[src/rtl/nano4k_flash_sequencer.sv]
// Request-level sequencer for the nano4k_spi_flash engine: expands READ/PROGRAM/ERASE_PAGE/READ_STATUS
// into WREN, the operation and RDSR polling, with one valid/ready port and a done/err pulse.
module nano4k_flash_sequencer #(
    parameter logic [7:0]  OP_WREN    = 8'h06,
    parameter logic [7:0]  OP_RDSR    = 8'h05,
    parameter logic [7:0]  OP_PP      = 8'h02,
    parameter logic [7:0]  OP_PE      = 8'h81,
    parameter logic [7:0]  OP_FREAD   = 8'h0B,
    parameter int          CMD_CYCLES = 16,
    parameter int          GAP_CYCLES = 8,
    parameter logic [19:0] POLL_LIMIT = 20'hFFFFF
) (
    input  logic        interfaceClk,
    input  logic        reset,
    input  logic        req_valid,
    output logic        req_ready,
    input  logic [1:0]  req_op,
    input  logic [21:0] req_addr,
    input  logic [8:0]  req_len,
    input  logic [7:0]  wr_data,
    output logic        wr_strobe,
    output logic [7:0]  rd_data,
    output logic        rd_valid,
    output logic [7:0]  status_out,
    output logic        done,
    output logic        err,
    output logic        fEnable_n,
    output logic [7:0]  fCommand,
    output logic [21:0] fAddress,
    output logic [7:0]  fData_WR,
    input  logic [7:0]  fData_RD,
    input  logic        RdDataValid,
    input  logic        WrDataReady
);

    typedef enum logic [2:0] {IDLE, WREN, GAP_A, OP, GAP_B, POLL, POLL_GAP, FIN} seqState_e;
    typedef enum logic [1:0] {REQ_READ, REQ_PROGRAM, REQ_ERASE, REQ_STATUS} reqOp_e;

    localparam logic [15:0] CMD_LAST   = 16'(CMD_CYCLES - 1);
    localparam logic [15:0] GAP_LAST   = 16'(GAP_CYCLES - 1);
    localparam logic [15:0] ERASE_LAST = 16'(CMD_CYCLES + 32 - 1);

    seqState_e   state, stateNext;
    reqOp_e      opReg;
    logic [21:0] addrReg;
    logic [8:0]  lenReg;
    logic [8:0]  byteCnt;
    logic [19:0] pollCnt;
    logic [15:0] cycCnt;
    logic        errFlag;
    logic        readyReg;

    logic        accept, lenBad, lastByte, timeout, loadCmd;
    logic [7:0]  cmdNext;
    logic [21:0] addrNext;

    assign accept    = req_valid && readyReg && (state == IDLE);
    assign lenBad    = ((req_op == REQ_READ) || (req_op == REQ_PROGRAM)) &&
                       ((req_len == 9'd0) || (req_len > 9'd256));
    assign lastByte  = (byteCnt + 9'd1) == lenReg;

    assign req_ready = readyReg;
    assign done      = (state == FIN);
    assign err       = (state == FIN) && errFlag;
    assign wr_strobe = (state == OP) && (opReg == REQ_PROGRAM) && WrDataReady;
    assign fData_WR  = wr_data;

    always_ff @(posedge interfaceClk or negedge reset) begin
        if (!reset) state <= IDLE;
        else        state <= stateNext;
    end

    // NOTE: every output of this block gets a default first so no path can infer a latch.
    always_comb begin
        stateNext = state;
        loadCmd   = 1'b0;
        cmdNext   = fCommand;
        addrNext  = fAddress;
        timeout   = 1'b0;
        unique case (state)
            IDLE: if (accept) begin
                loadCmd  = !lenBad;
                addrNext = req_addr;
                if (lenBad) begin
                    stateNext = FIN;
                end else begin
                    unique case (reqOp_e'(req_op))
                        REQ_READ:   begin stateNext = OP;   cmdNext = OP_FREAD; end
                        REQ_STATUS: begin stateNext = OP;   cmdNext = OP_RDSR;  end
                        default:    begin stateNext = WREN; cmdNext = OP_WREN;  end
                    endcase
                end
            end
            WREN:  if (cycCnt == CMD_LAST) stateNext = GAP_A;
            GAP_A: if (cycCnt == GAP_LAST) begin
                stateNext = OP;
                loadCmd   = 1'b1;
                cmdNext   = (opReg == REQ_PROGRAM) ? OP_PP : OP_PE;
                addrNext  = addrReg;
            end
            OP: begin
                unique case (opReg)
                    REQ_READ:    if (RdDataValid && lastByte) stateNext = GAP_B;
                    REQ_PROGRAM: if (WrDataReady && lastByte) stateNext = GAP_B;
                    REQ_ERASE:   if (WrDataReady || (cycCnt == ERASE_LAST)) stateNext = GAP_B;
                    default:     if (RdDataValid) stateNext = GAP_B;
                endcase
            end
            GAP_B: if (cycCnt == GAP_LAST) begin
                if ((opReg == REQ_READ) || (opReg == REQ_STATUS)) begin
                    stateNext = FIN;
                end else begin
                    stateNext = POLL;
                    loadCmd   = 1'b1;
                    cmdNext   = OP_RDSR;
                end
            end
            POLL: if (RdDataValid) stateNext = POLL_GAP;
            // The full gap is always served, so a new command never follows a poll too closely.
            POLL_GAP: if (cycCnt == GAP_LAST) begin
                if (!status_out[0]) begin
                    stateNext = FIN;
                end else if (pollCnt == POLL_LIMIT) begin
                    stateNext = FIN;
                    timeout   = 1'b1;
                end else begin
                    stateNext = POLL;
                    loadCmd   = 1'b1;
                    cmdNext   = OP_RDSR;
                end
            end
            FIN:     stateNext = IDLE;
            default: stateNext = IDLE;
        endcase
    end

    always_ff @(posedge interfaceClk or negedge reset) begin
        if (!reset) begin
            readyReg   <= 1'b0;
            fEnable_n  <= 1'b1;
            fCommand   <= 8'h00;
            fAddress   <= 22'h0;
            status_out <= 8'h00;
            rd_data    <= 8'h00;
            rd_valid   <= 1'b0;
            opReg      <= REQ_READ;
            addrReg    <= 22'h0;
            lenReg     <= 9'h0;
            byteCnt    <= 9'h0;
            pollCnt    <= 20'h0;
            cycCnt     <= 16'h0;
            errFlag    <= 1'b0;
        end else begin
            readyReg  <= (stateNext == IDLE);
            fEnable_n <= !(stateNext inside {WREN, OP, POLL});
            cycCnt    <= (stateNext != state) ? 16'h0 : cycCnt + 16'h1;
            rd_valid  <= 1'b0;
            if (loadCmd) begin
                fCommand <= cmdNext;
                fAddress <= addrNext;
            end
            if (accept) begin
                opReg   <= reqOp_e'(req_op);
                addrReg <= req_addr;
                lenReg  <= req_len;
                byteCnt <= 9'h0;
                pollCnt <= 20'h0;
                errFlag <= lenBad;
            end
            if (timeout) errFlag <= 1'b1;
            if (state == OP) begin
                if ((opReg == REQ_READ) && RdDataValid) begin
                    byteCnt  <= byteCnt + 9'd1;
                    rd_data  <= fData_RD;
                    rd_valid <= 1'b1;
                end
                if ((opReg == REQ_PROGRAM) && WrDataReady) byteCnt <= byteCnt + 9'd1;
                if ((opReg == REQ_STATUS) && RdDataValid) status_out <= fData_RD;
            end
            if ((state == POLL) && RdDataValid) begin
                status_out <= fData_RD;
                pollCnt    <= pollCnt + 20'd1;
            end
        end
    end

endmodule

[config.mk]
export PLATFORM = sky130hd
export DESIGN_NAME = nano4k_flash_sequencer
export DESIGN_NICKNAME = d
export VERILOG_FILES = /design/src/rtl/nano4k_flash_sequencer.sv
export SDC_FILE = /design/constraint.sdc
export NUM_CORES = 1
export LEC_CHECK = 0
export ABC_CLOCK_PERIOD_IN_PS = 2390
export CAP_MARGIN = 20
export CORE_MARGIN = 3
export CORE_UTILIZATION = 40
export CTS_CLUSTER_DIAMETER = 50
export DETAILED_ROUTE_END_ITERATION = 8
export PLACE_DENSITY = 0.77
export SKIP_LAST_GASP = 1
export SLEW_MARGIN = 5
export SYNTH_ARGS = -nofsm -noshare
export SYNTH_HDL_FRONTEND = slang
export SYNTH_SLANG_ARGS = --single-unit
[constraint.sdc]
create_clock -name interfaceClk -period 2.39 [get_ports interfaceClk]
set_clock_uncertainty 0.2 [all_clocks]
set_input_delay 0.239 -clock interfaceClk [delete_from_list [all_inputs] [get_ports interfaceClk]]
set_output_delay 0.239 -clock interfaceClk [all_outputs]
set_load 0.03 [all_outputs]
==> flow_summary.yaml <==
outcome:
  outcome: "finished, violations left"
  failed_checks: "negative setup slack"
die:
  core_sq_um: 16170
  ioPinCount: 114
  row_count: 46
  fp.dieArea_sq_um: 18380
  start_util_pct: 41.54
  die_w_um: 135.6
  die_h_um: 135.6
worst_setup_path:
  rr_worst_depth: 7
  reg2reg_slack_ns: -0.18
  crit_required_ns: 2.52
  slowest_stage: "or4_4"
  path_max_fanout: 8
  r2r_end: "cycCnt[3]"
  arrival_ns: 2.71
  crit_type: "reg2reg"
  worst_setup_path_end_kind: "flop"
  rr_startpoint: "cycCnt[11]"
  critPathLaunchType: "flop"
  cpPeakStageDelay_ns: 0.60
  cp-startpoint: "cycCnt[11]"
  path_cells: "or4_4 > nor4_4 > o21ai_1 > a32oi_1 > and3_4 > buf_12 > mux2i_1"
yosys:
  async_reset_ff_share_pct: 100.0
  synth-xor-area-share_pct: 3.129
  synthMuxAreaShare_pct: 6.649
  yosys.area.top_type_share_pct: 47.31
  synthAdderAreaFrac_pct: 2.235
  synthesis.area_sq_um: 6718
  yosys-top-cells-count: "191 x nand2_1, 127 x dfrtp_1, 52 x nor2_1, 39 x nand3_1, 39 x o21ai_0"
  ys_seq_area_share_pct: 47.70
  ys_seq_elements: 128
  synth_top_cell_by_area: "dfrtp_1"
  synth-edff-count: 0
  syn_inst: 741
  yosys_warnings: 0
  synth_compound_area_share_pct: 9.816
  yosys.area_share.simple_pct: 26.00
  synth_top_family_by_area: "simple AND/OR/NAND/NOR gates"
  synthFlopType: "dfrtp_1"
  synth_cell_types: 58
  yosysMostFrequentCell: "nand2_1"
  syn_avg_cell_area_sq_um: 9.066
  synth_area_leaders: "dfrtp_1 47%, nand2_1 11%, mux2_2 3.5%"
drt:
  first_pass_iters: 5
  first_iter_violations: 383
  viasPerCell: 5.297
  ant_nets: 0
  drc: 0
  wirelength_um: 17710
  vias: 5964
  wl_per_cell_um: 15.73
power:
  cellLeakagePower_nw: 4.185
  ir_drop_mv: 0.6113
  power_density_nw_per_um2: 1085
  power_mw: 10.05
placement:
  globalplace.congestion: 0.8672
  post-dp-hpwl_um: 12240
  place_ws_ns: -0.5125
  placed_cell_area_sq_um: 8374
  port_buffers: 94
clock_network:
  clk_pin_slew_ns: 0.06
  htree_levels: 4
  clk_latency_ns: 0.42
  clock-root-buffer: "clkbuf_16"
  cts_made_buffers: 17
  clock-sinks: 128
  cts.path.max_buffers: 2
  cts_tree: "yes"
timing:
  fin_ws_ns: -0.1849
  finalSetupViolCount: 30
  fin_crit_sh_pct: 107.7
  hold_violations: 0
  slew_headroom_pct: 56.89
  min_period_ns: 2.575
  worst_pin_slew_ns: 0.6466
  rsz0062_at_grt: "yes"
  drv_slew: 0
  timing.fmax_mhz: 388.4
global_route:
  grt_remaining_overflow: 0
  grt_pass1_wl_um: 28600
  grt_use_total_pct: 19.42
  antenna_found_initial: 1
  grt_max_degree: 46
  grt_pass1_vias: 5729
layout:
  area_growth_pct: 37.94
  design_area_sq_um: 9266
  nNetsFinal: 962
  layout-drive-gt1-share_pct: 21.01
flow_run:
  maxCapViolCount: 0
hold_path:
  hold_class: "in2async"
sequential cells by signal (all words and copies together) (netlist names):
signal      cells
lenReg          9
cycCnt         16
pollCnt        20
opReg           2
byteCnt         9
rd_valid        1
fAddress       22
state           3
status_out      8
fEnable_n       1
req_ready       1
rd_data         8
fCommand        5
addrReg        22
errFlag         1
logic make-up after synthesis:
kind of cell / count (synthesis)
xor gates and xnor gates: 24
buffers and inverters: 59
and+or+nand+nor: 370
other: 1
muxes: 42
adders and majority gates: 12
DFF: 128
AOI/OAI and AO/OA: 105
metal layers:
metal | track usage (%) | wire length [um] | up-vias
met5 | 0 | 0 | -
met4 | 6.663 | 350 | 0
met3 | 4.643 | 849 | 35
met2 | 31.58 | 8999 | 151
met1 | 25.48 | 7512 | 2892
li1 | - | - | 2886
cell usage in the layout (no fill, tap or decap), types with 4 or more instances in the layout:
cell type,count
clkdlybuf4s50_1,90
buf_4,75
inv_1,9
nand2_1,190
xor2_1,15
inv_6,7
o21ai_0,37
mux2_2,20
or4_4,5
nor3_1,6
nor2_2,12
or3_1,9
a31oi_1,27
ha_1,10
dfrtp_1,127
a21oi_1,13
mux2i_1,21
o31ai_1,5
nor3_2,4
nor2_4,7
buf_12,6
and4_1,6
nand3_1,37
xnor2_1,9
nand4_1,20
and3_1,14
clkbuf_16,19
nor2_1,33
layout make-up:
| cell class | count | area, sq um |
|---|---|---|
| diodes | 1 | 2.502 |
| clock buffers | 18 | 439.2 |
| clock inverters | 14 | 142.6 |
| fillers | 1328 | 6907 |
| inverters | 10 | 37.54 |
| multi-input cells | 556 | 3412 |
| flip-flops and latches | 128 | 3204 |
| well taps | 216 | 270.3 |
| repair buffers | 183 | 1758 |
power breakdown:
| part | internal [mW] | switching (mW) |
|---|---|---|
| sequential | 2.85 | 0.511 |
| combinational | 1.88 | 2.23 |
| clock | 1.49 | 1.08 |
| total | 6.23 | 3.82 |
worst max-delay path by stage:
stage,end,depth (start not counted)
after floorplan,cycCnt[10],8
after global placement,fCommand[2],7
after detailed placement,fCommand[3],7
after CTS,cycCnt[3],7
after global routing,cycCnt[3],7
final,cycCnt[3],7
repair_timing:
item | 4_1_cts | 5_1_grt
setup buffers | 2 | 2
hold endpoints to repair | 127 | 0
endpoints found under the setup margin | 45 | 61
hold buffers | 1 | 0
cloned | 1 | 3
pin swaps | 12 | 5
resized for setup | 14 | 40
stage by stage:
| stage | std cells | hold slack (ns) | utilization (%) | setup TNS [ns] |
|---|---|---|---|---|
| after floorplan | 743 | -0.2566 | - | -0.9163 |
| after CTS | 1120 | 0.01994 | 55.90 | -2.558 |
| final | 1126 | 0.02831 | 57.30 | -3.097 |
| after detailed placement | 1084 | -0.07657 | 51.78 | -17.05 |
| after global routing | 1126 | 0.03706 | 57.30 | -6.825 |
| after global placement | 1084 | -0.07684 | 51.78 | -16.02 |
worst max-delay path: cells and delay by family (launching register included):
kind | cells | cell delay (ns)
compound gates | 2 | 0.32
buf+inv | 1 | 0.14
flops | 1 | 0.38
mux | 1 | 0.19
simple gates | 3 | 1.25
Note: power is estimated with default switching activity, not from simulation.
